--- src/rtl/vector_sequencer.sv ---
// rtl/vector_sequencer.sv - FIFO of (vector, hold) pairs played out on vec_out, each held 1+hold cycles
module vector_sequencer #(
  parameter int              BSIZE     = 3,
  parameter int              DEPTH     = 4,
  parameter int              HOLD_W    = 4,
  parameter logic [BSIZE-1:0] RESET_VEC = '0
) (
  input  logic                     clock,
  input  logic                     reset_n,
  input  logic                     start,
  input  logic                     ld_valid,
  output logic                     ld_ready,
  input  logic [BSIZE-1:0]         ld_vec,
  input  logic [HOLD_W-1:0]        ld_hold,
  output logic [BSIZE-1:0]         vec_out,
  output logic                     vec_strobe,
  output logic                     busy,
  output logic                     done,
  output logic [$clog2(DEPTH):0]   count
);

  localparam int AW = $clog2(DEPTH);
  localparam int CW = AW + 1;

  typedef enum logic [1:0] {
    S_IDLE,
    S_APPLY,
    S_HOLD,
    S_DONE
  } state_t;

  state_t              state_q, state_d;
  logic [BSIZE-1:0]    vec_mem [DEPTH];
  logic [HOLD_W-1:0]   hold_mem [DEPTH];
  logic [AW-1:0]       wr_ptr_q, rd_ptr_q;
  logic [CW-1:0]       count_q, count_d;
  logic [HOLD_W-1:0]   hold_q, hold_d;
  logic [BSIZE-1:0]    vec_q, vec_d;
  logic                strobe_q;
  logic                push, load, fifo_nonempty;

  // ld_ready comes only from the registered count, so a full FIFO never bypasses a pop
  assign ld_ready      = (count_q != CW'(DEPTH));
  assign push          = ld_valid && ld_ready;
  assign fifo_nonempty = (count_q != '0);

  always_comb begin
    state_d = state_q;
    hold_d  = hold_q;
    load    = 1'b0;
    case (state_q)
      S_IDLE, S_DONE: begin
        if (start) begin
          if (fifo_nonempty) load = 1'b1;
          else               state_d = S_DONE;
        end
      end
      S_APPLY: begin
        if (hold_q == '0) begin
          if (fifo_nonempty) load = 1'b1;
          else               state_d = S_DONE;
        end else begin
          state_d = S_HOLD;
        end
      end
      S_HOLD: begin
        if (hold_q == HOLD_W'(1)) begin
          if (fifo_nonempty) load = 1'b1;
          else               state_d = S_DONE;
        end else begin
          hold_d = hold_q - HOLD_W'(1);
        end
      end
      default: state_d = S_IDLE;
    endcase
    if (load) begin
      state_d = S_APPLY;
      hold_d  = hold_mem[rd_ptr_q];
    end
  end

  always_comb begin
    vec_d = load ? vec_mem[rd_ptr_q] : vec_q;
    case ({push, load})
      2'b10:   count_d = count_q + CW'(1);
      2'b01:   count_d = count_q - CW'(1);
      default: count_d = count_q;
    endcase
  end

  always_ff @(posedge clock) begin
    if (push) begin
      vec_mem[wr_ptr_q]  <= ld_vec;
      hold_mem[wr_ptr_q] <= ld_hold;
    end
  end

  always_ff @(posedge clock or negedge reset_n) begin
    if (!reset_n) begin
      state_q  <= S_IDLE;
      wr_ptr_q <= '0;
      rd_ptr_q <= '0;
      count_q  <= '0;
      hold_q   <= '0;
      vec_q    <= RESET_VEC;
      strobe_q <= 1'b0;
    end else begin
      state_q  <= state_d;
      count_q  <= count_d;
      hold_q   <= hold_d;
      vec_q    <= vec_d;
      strobe_q <= load;
      if (push) wr_ptr_q <= wr_ptr_q + AW'(1);
      if (load) rd_ptr_q <= rd_ptr_q + AW'(1);
    end
  end

  assign vec_out    = vec_q;
  assign vec_strobe = strobe_q;
  assign busy       = (state_q == S_APPLY) || (state_q == S_HOLD);
  assign done       = (state_q == S_DONE);
  assign count      = count_q;

endmodule

--- config.mk ---
export PLATFORM = sky130hd
export DESIGN_NAME = vector_sequencer
export DESIGN_NICKNAME = d
export VERILOG_FILES = /design/src/rtl/vector_sequencer.sv
export SDC_FILE = /design/constraint.sdc
export NUM_CORES = 1
export LEC_CHECK = 0
export CAP_MARGIN = 20
export CORE_UTILIZATION = 50
export CTS_CLUSTER_DIAMETER = 200
export CTS_CLUSTER_SIZE = 30
export DETAILED_ROUTE_END_ITERATION = 12
export PLACE_DENSITY = 0.72
export SLEW_MARGIN = 20
export SYNTH_ARGS = -nofsm -noshare
export SYNTH_HDL_FRONTEND = slang
export SYNTH_SLANG_ARGS = --single-unit
--- constraint.sdc ---
create_clock -name clock -period 3.5 [get_ports clock]
set_clock_uncertainty 0.15 [all_clocks]
set_input_delay 0.7 -clock clock [delete_from_list [all_inputs] [get_ports clock]]
set_output_delay 0.7 -clock clock [all_outputs]
set_load 0.02 [all_outputs]
# After elaboration in Yosys (flattened, before gate mapping)

Memory sizes are Yosys's and may differ from the RTL's. A register that Yosys moved wholly into a read port is not among the register bits.
Cells that the tools add are included.
W data, S select, Z words.

Output and inout port bits: 10
RAM bits: 28
Input bits: 11
Memories kept: 2
Logic and storage cells: 51
Flip-flop bits (word level): 14

Memory list:

| memory   | depth | bits a word | read ports | clocked after Yosys merged registers in | write ports | line | source |
|---|---|---|---|---|---|---|---|
| hold_mem | 4     | 4           | 1          | 0                                       | 1           | 34   | `logic [HOLD_W-1:0] hold_mem [DEPTH];` |
| vec_mem  | 4     | 3           | 1          | 1                                       | 1           | 33   | `logic [BSIZE-1:0] vec_mem [DEPTH];` |

Mux-type cells: 17
Eq/ne operators: 10
Reduce and logical (&&, ||, !) cells: 11
Add/sub/neg operators: 5

Operators with widths:

| kind                  | count |
|---|---|
| $mux W4               | 3 |
| $mux W2               | 5 |
| $ne A3 B3 Y1 const B  | 3 |
| $eq A2 B2 Y1 const B  | 3 |
| $mux W1               | 6 |
| $pmux W2 S3           | 1 |
| $pmux W3 S2           | 1 |
| $add A2 B1 Y2 const B | 2 |
| $eq A2 B1 Y1 const B  | 2 |
| $eq A4 B1 Y1 const B  | 1 |
| $logic_not A4 Y1      | 1 |
| $reduce_and A2 Y1     | 2 |
| $reduce_bool A2 Y1    | 2 |
| $sub A4 B1 Y4 const B | 1 |
| $add A3 B1 Y3 const B | 1 |
| $pmux W1 S3           | 1 |
| $reduce_bool A3 Y1    | 1 |
| $sub A3 B1 Y3 const B | 1 |
| $logic_not A2 Y1      | 1 |
| $ne A2 B2 Y1 const B  | 1 |
| $reduce_or A2 Y1      | 1 |
| $logic_and A1 B1 Y1   | 1 |
| $logic_not A1 Y1      | 1 |
| $logic_or A1 B1 Y1    | 1 |

# Longest topological paths before layout

Depth after elaboration: 6
Depth in mapped cells: 13
Gate-level depth less buffers: 12

# Least setup slack after synthesis

No wires, ideal clock.

Path kind: flip-flop to flip-flop
Start: reg state_q[0]
End: reg count_q[2], in the netlist count[2]
Clock period less this slack: 2.599 ns
Buffers on the path: 1
Data required time: 3.270 ns
Arrival: 2.370 ns
Setup slack: 0.901 ns
Stages on the path, launching flop included: 13
Setup time: 0.080 ns
Path through: dfrtp_1 -> inv_1 -> ha_1 -> o41ai_4 -> nand2_1 -> buf_6 -> inv_1 -> ha_1 -> inv_1 -> fa_1 -> xor2_1 -> nor2_1 -> xor2_1

Word-level cells in the longest chain between the ends: 5
Elaborated cells between the ends (all ways): 10
Classes of those cells: eq/ne (5); mux (2); reduce/logical (3)

Ends and longest elaborated chain:

| element                                                  | line | source |
|---|---|---|
| from (decl)                                              | 32   | `state_t state_q, state_d;` |
| from (signal assigned)                                   | 108  | `state_q <= state_d;` |
| $eq A2 B2 Y1 / $logic_not A2 Y1 (equally long branches)  | 51   | `case (state_q)` |
| $reduce_or A2 Y1                                         | 51   |  |
| $pmux W1 S3 *                                            | 51   |  |
| via load                                                 | 40   | `logic push, load, fifo_nonempty;` |
| $eq A2 B1 Y1 / $eq A2 B2 Y1 (equally long branches)      | 84   | `case ({push, load})` |
| $pmux W3 S2 / $reduce_bool A2 Y1 (equally long branches) | n/a  |  |
| to (signal assigned)                                     | 109  | `count_q <= count_d;` |
| to (decl)                                                | 36   | `logic [CW-1:0] count_q, count_d;` |

The timed path passes the listed nets; every way through them passes the cells marked *.
A chain may end at the register's enable or synchronous reset.

# Worst setup path in the final report

Start: reg state_q[0]
End: out busy

Word-level cells in the longest chain between the ends: 2
Elaborated cells between the ends (all ways): 3
Classes of those cells: eq/ne (2); reduce/logical (1)

Ends and longest elaborated chain:

| element                                             | line | source |
|---|---|---|
| $eq A2 B1 Y1 / $eq A2 B2 Y1 (equally long branches) | 120  | `assign busy = (state_q == S_APPLY) \|\| (state_q == S_HOLD);` |
| $logic_or A1 B1 Y1 *                                | 120  |  |
| to (decl)                                           | 17   | `output logic busy,` |

Mark *: on every way between the ends. The rest lies on a longest branch, timed or not.

==> results.sh <==
export IMPL_drt_iter0_markers=57
export IMPL_grt_pass1_vias=1153
export IMPL_grt_ovfl_total=0
export IMPL_period_share_pct=75.6
export IMPL_synth_xor_area_share_pct=3.00
export IMPL_area_growth_pct=17.8
export IMPL_ys_ff_latch=45
export IMPL_yosys_area_share_simple_pct=6.00
export IMPL_dp_slack_ns=0.699
export IMPL_start_kind="flip-flop"
export IMPL_min_path_cells=1
export IMPL_synth_distinct_cells=32
export IMPL_setup_ws_ns=0.854
export IMPL_ant_nets=0
export IMPL_cp_arrival_ns=1.80
export IMPL_antenna_cells=0
export IMPL_finalSetupViolations=0
export IMPL_synth_top_area_share_pct=41.2
export IMPL_worstHoldPathType="flip-flop to flip-flop"
export IMPL_whs_endpoint="vec_out[2]$_DFFE_PN0P_"
export IMPL_critPathSlowestCell="clkdlybuf4s50_1"
export IMPL_dr_pass1_iters=4
export IMPL_yosys_most_used_dff="edfxtp_1"
export IMPL_regArea_sq_mm=0.00127
export IMPL_clock_sinks=45
export IMPL_period_needed_ns=2.65
export IMPL_die_area_sq_mm=0.00435
export IMPL_synth_top_family_by_area="multiplexers"
export IMPL_critPathMaxStageDelay_ns=0.60
export IMPL_cts_root_buf="clkbuf_8"
export IMPL_fp_dieW_microns=65.9
export IMPL_final_area_sq_mm=0.00241
export IMPL_critPathMaxFanout=4
export IMPL_wirelength_microns=3070
export IMPL_syn_area_sq_mm=0.00204
export IMPL_final_max_slew_viol_count=0
export IMPL_synth_edf_count=28
export IMPL_hpwl_microns=2330
export IMPL_cts_buffers=5
export IMPL_num_io_pins=21
export IMPL_cts_tree="built"
export IMPL_port_buffers=20
export IMPL_synth_cells=129
export IMPL_peakVddDrop_mv=0.446
export IMPL_reg2reg_slack_ns=0.89
export IMPL_syn_area_per_cell_sq_um=15.8
export IMPL_yosys_warnings=0
export IMPL_place_gp_congestion=0.685
export IMPL_worst_ep_required_time_ns=2.65
export IMPL_post_drt_via_cell_ratio=5.27
export IMPL_slew_headroom_pct=49.8
export IMPL_grt_total_usage_pct=17.1
export IMPL_synth_area_leaders="edfxtp_1 41%, dfrtp_1 21%, mux4_2 7.7%"
export IMPL_ys_seq_area_share_pct=62.0
export IMPL_ctsHoldBuffers=0
export IMPL_p_leak_uw=0.000965
export IMPL_r2r_cells=11
export IMPL_max_freq_mhz=378
export IMPL_fp_coreArea_sq_mm=0.00380
export IMPL_synthesis_nets=152
export IMPL_endpoint_kind="output pin"
export IMPL_synthMuxAreaShare_pct=12.5
export IMPL_yosysTopAreaCell="edfxtp_1"
export IMPL_placed_area_sq_mm=0.00229
export IMPL_cap_violations=0
export IMPL_ctsHtreeMaxLevel=2
export IMPL_synthArstFlopShare_pct=37.8
export IMPL_clockBufferDepth=2
export IMPL_crit_type="flip-flop to output pin"
export IMPL_antenna_found_initial=0
export IMPL_min_delay_start="vec_out[2]$_DFFE_PN0P_"
export IMPL_ctsResizeCount=0
export IMPL_grt_start_max_net_pins=18
export IMPL_start_util_pct=53.8
export IMPL_drive_gt1_share_pct=16.1
export IMPL_path_cells="inv_1 > ha_1 > inv_1 > clkdlybuf4s50_1"
export IMPL_synth_compound_area_share_pct=5.63
export IMPL_tightestPinTransition_ns=0.751
export IMPL_multi_input_area_sq_um=712
export IMPL_tns_ns=0
export IMPL_wl_per_cell_microns=15.1
export IMPL_crit_top_cell="inv_1"
export IMPL_grt_pass1_wl_microns=5380
export IMPL_vias=1069
export IMPL_die_h_microns=65.9
export IMPL_drc=0
export IMPL_hold_viol_final=0
export IMPL_power_density_mw_per_mm2=927
export IMPL_regToRegEndpoint="count[2]$_DFFE_PN0P_"
export IMPL_row_count=22
export IMPL_clkTransAtPathRegs_ns=0.08
export IMPL_outcome="complete, no violations"
export IMPL_fillers=278
export IMPL_clock_latency_ns=0.29
export IMPL_synth_fa_ha_area_share_pct=7.72
export IMPL_post_cts_buffers=0
export IMPL_final_nets=177
export IMPL_r2r_start="state_q[0]$_DFFE_PN0P_"
export IMPL_rsz0062_at_grt="no"
==> cell usage in the layout (no fill, tap or decap), drive strengths merged, types with 2 or more instances in the layout <==
master,count
dfrtp,17
inv,12
and2,3
o21ai,3
ha,11
mux4,7
edfxtp,28
nand2,4
a21boi,2
nor3,3
clkdlybuf4s50,20
and3,4
xor2,2
nand3,2
nor2,2
clkbuf,5
xnor2,5
mux2,7
a21oi,3
==> registers in the layout, indices dropped and copies added (netlist names) <==
register	count
hold_q	4
vec_mem	12
vec_out	3
rd_ptr_q	2
hold_mem	16
count	3
wr_ptr_q	2
vec_strobe	1
state_q	2
==> cells by family after synthesis <==
group	Yosys count
XOR/XNOR	7
AO/OA/AOI/OAI	14
adder cells (fa/ha/maj)	12
flip-flops	45
multiplexers	14
buffers and inverters	15
AND/OR/NAND/NOR	22
==> per-stage QoR <==
step / instances / total power, uW / utilization, % / hold WS, ns
after global placement: 195 / 1830 / 60.3 / 0.344
after global routing: 203 / 2390 / 63.3 / 0.390
final: 203 / 2230 / 63.3 / 0.366
after floorplan: 129 / 1590 / - / 0.254
after CTS: 203 / 2260 / 63.3 / 0.376
after detailed placement: 195 / 1880 / 60.3 / 0.356
==> Yosys cell counts, types with 3 or more instances <==
master / count
edfxtp_1: 28
mux2_4: 5
ha_1: 11
o21ai_0: 3
nand2_1: 4
xnor2_1: 5
inv_1: 12
and2_1: 3
nor3_1: 3
a21oi_1: 3
dfrtp_1: 17
and3_1: 4
mux4_2: 7
==> how the worst max path moves through the flow <==
stage | startpoint | to | cells after the start
2_1_floorplan | state_q[0]$_DFFE_PN0P_ | count[2]$_DFFE_PN0P_ | 12
3_5_place_dp | start | count[2]$_DFFE_PN0P_ | 11
6_report | state_q[0]$_DFFE_PN0P_ | busy | 4
3_3_place_gp | start | count[2]$_DFFE_PN0P_ | 11
4_1_cts | state_q[0]$_DFFE_PN0P_ | busy | 4
5_1_grt | state_q[0]$_DFFE_PN0P_ | count[2]$_DFFE_PN0P_ | 12
==> routing by layer <==
metal | up-vias | part of all wire [%] | track usage (%)
met1 | 531 | 44 | 21.4
met5 | - | 0 | 0
met4 | 0 | 1.2 | 5.71
met3 | 4 | 2.3 | 3.62
met2 | 15 | 52 | 29.3
li1 | 519 | - | -
==> power by group <==
group / total, uW / switching, uW / internal, uW
registers: 895 / 149 / 746
logic: 953 / 444 / 509
clock network: 382 / 169 / 213
==> layout make-up <==
class	instances	share of cell area [%]
sequential	45	52.6
multi-input combinational	69	29.6
timing repair buffer	21	8.63
clock buffer	5	2.86
tap	48	2.50
clock inverter	3	1.92
inverter	12	1.87
==> worst max-delay path, delay by kind of cell, from the launching register on <==
| kind | cells | cell delay, ns |
|---|---|---|
| adder cells (fa/ha/maj) | 1 | 0.35 |
| flip-flops | 1 | 0.40 |
| buffers and inverters | 3 | 0.76 |
Note: power is estimated with default switching activity, not from simulation.
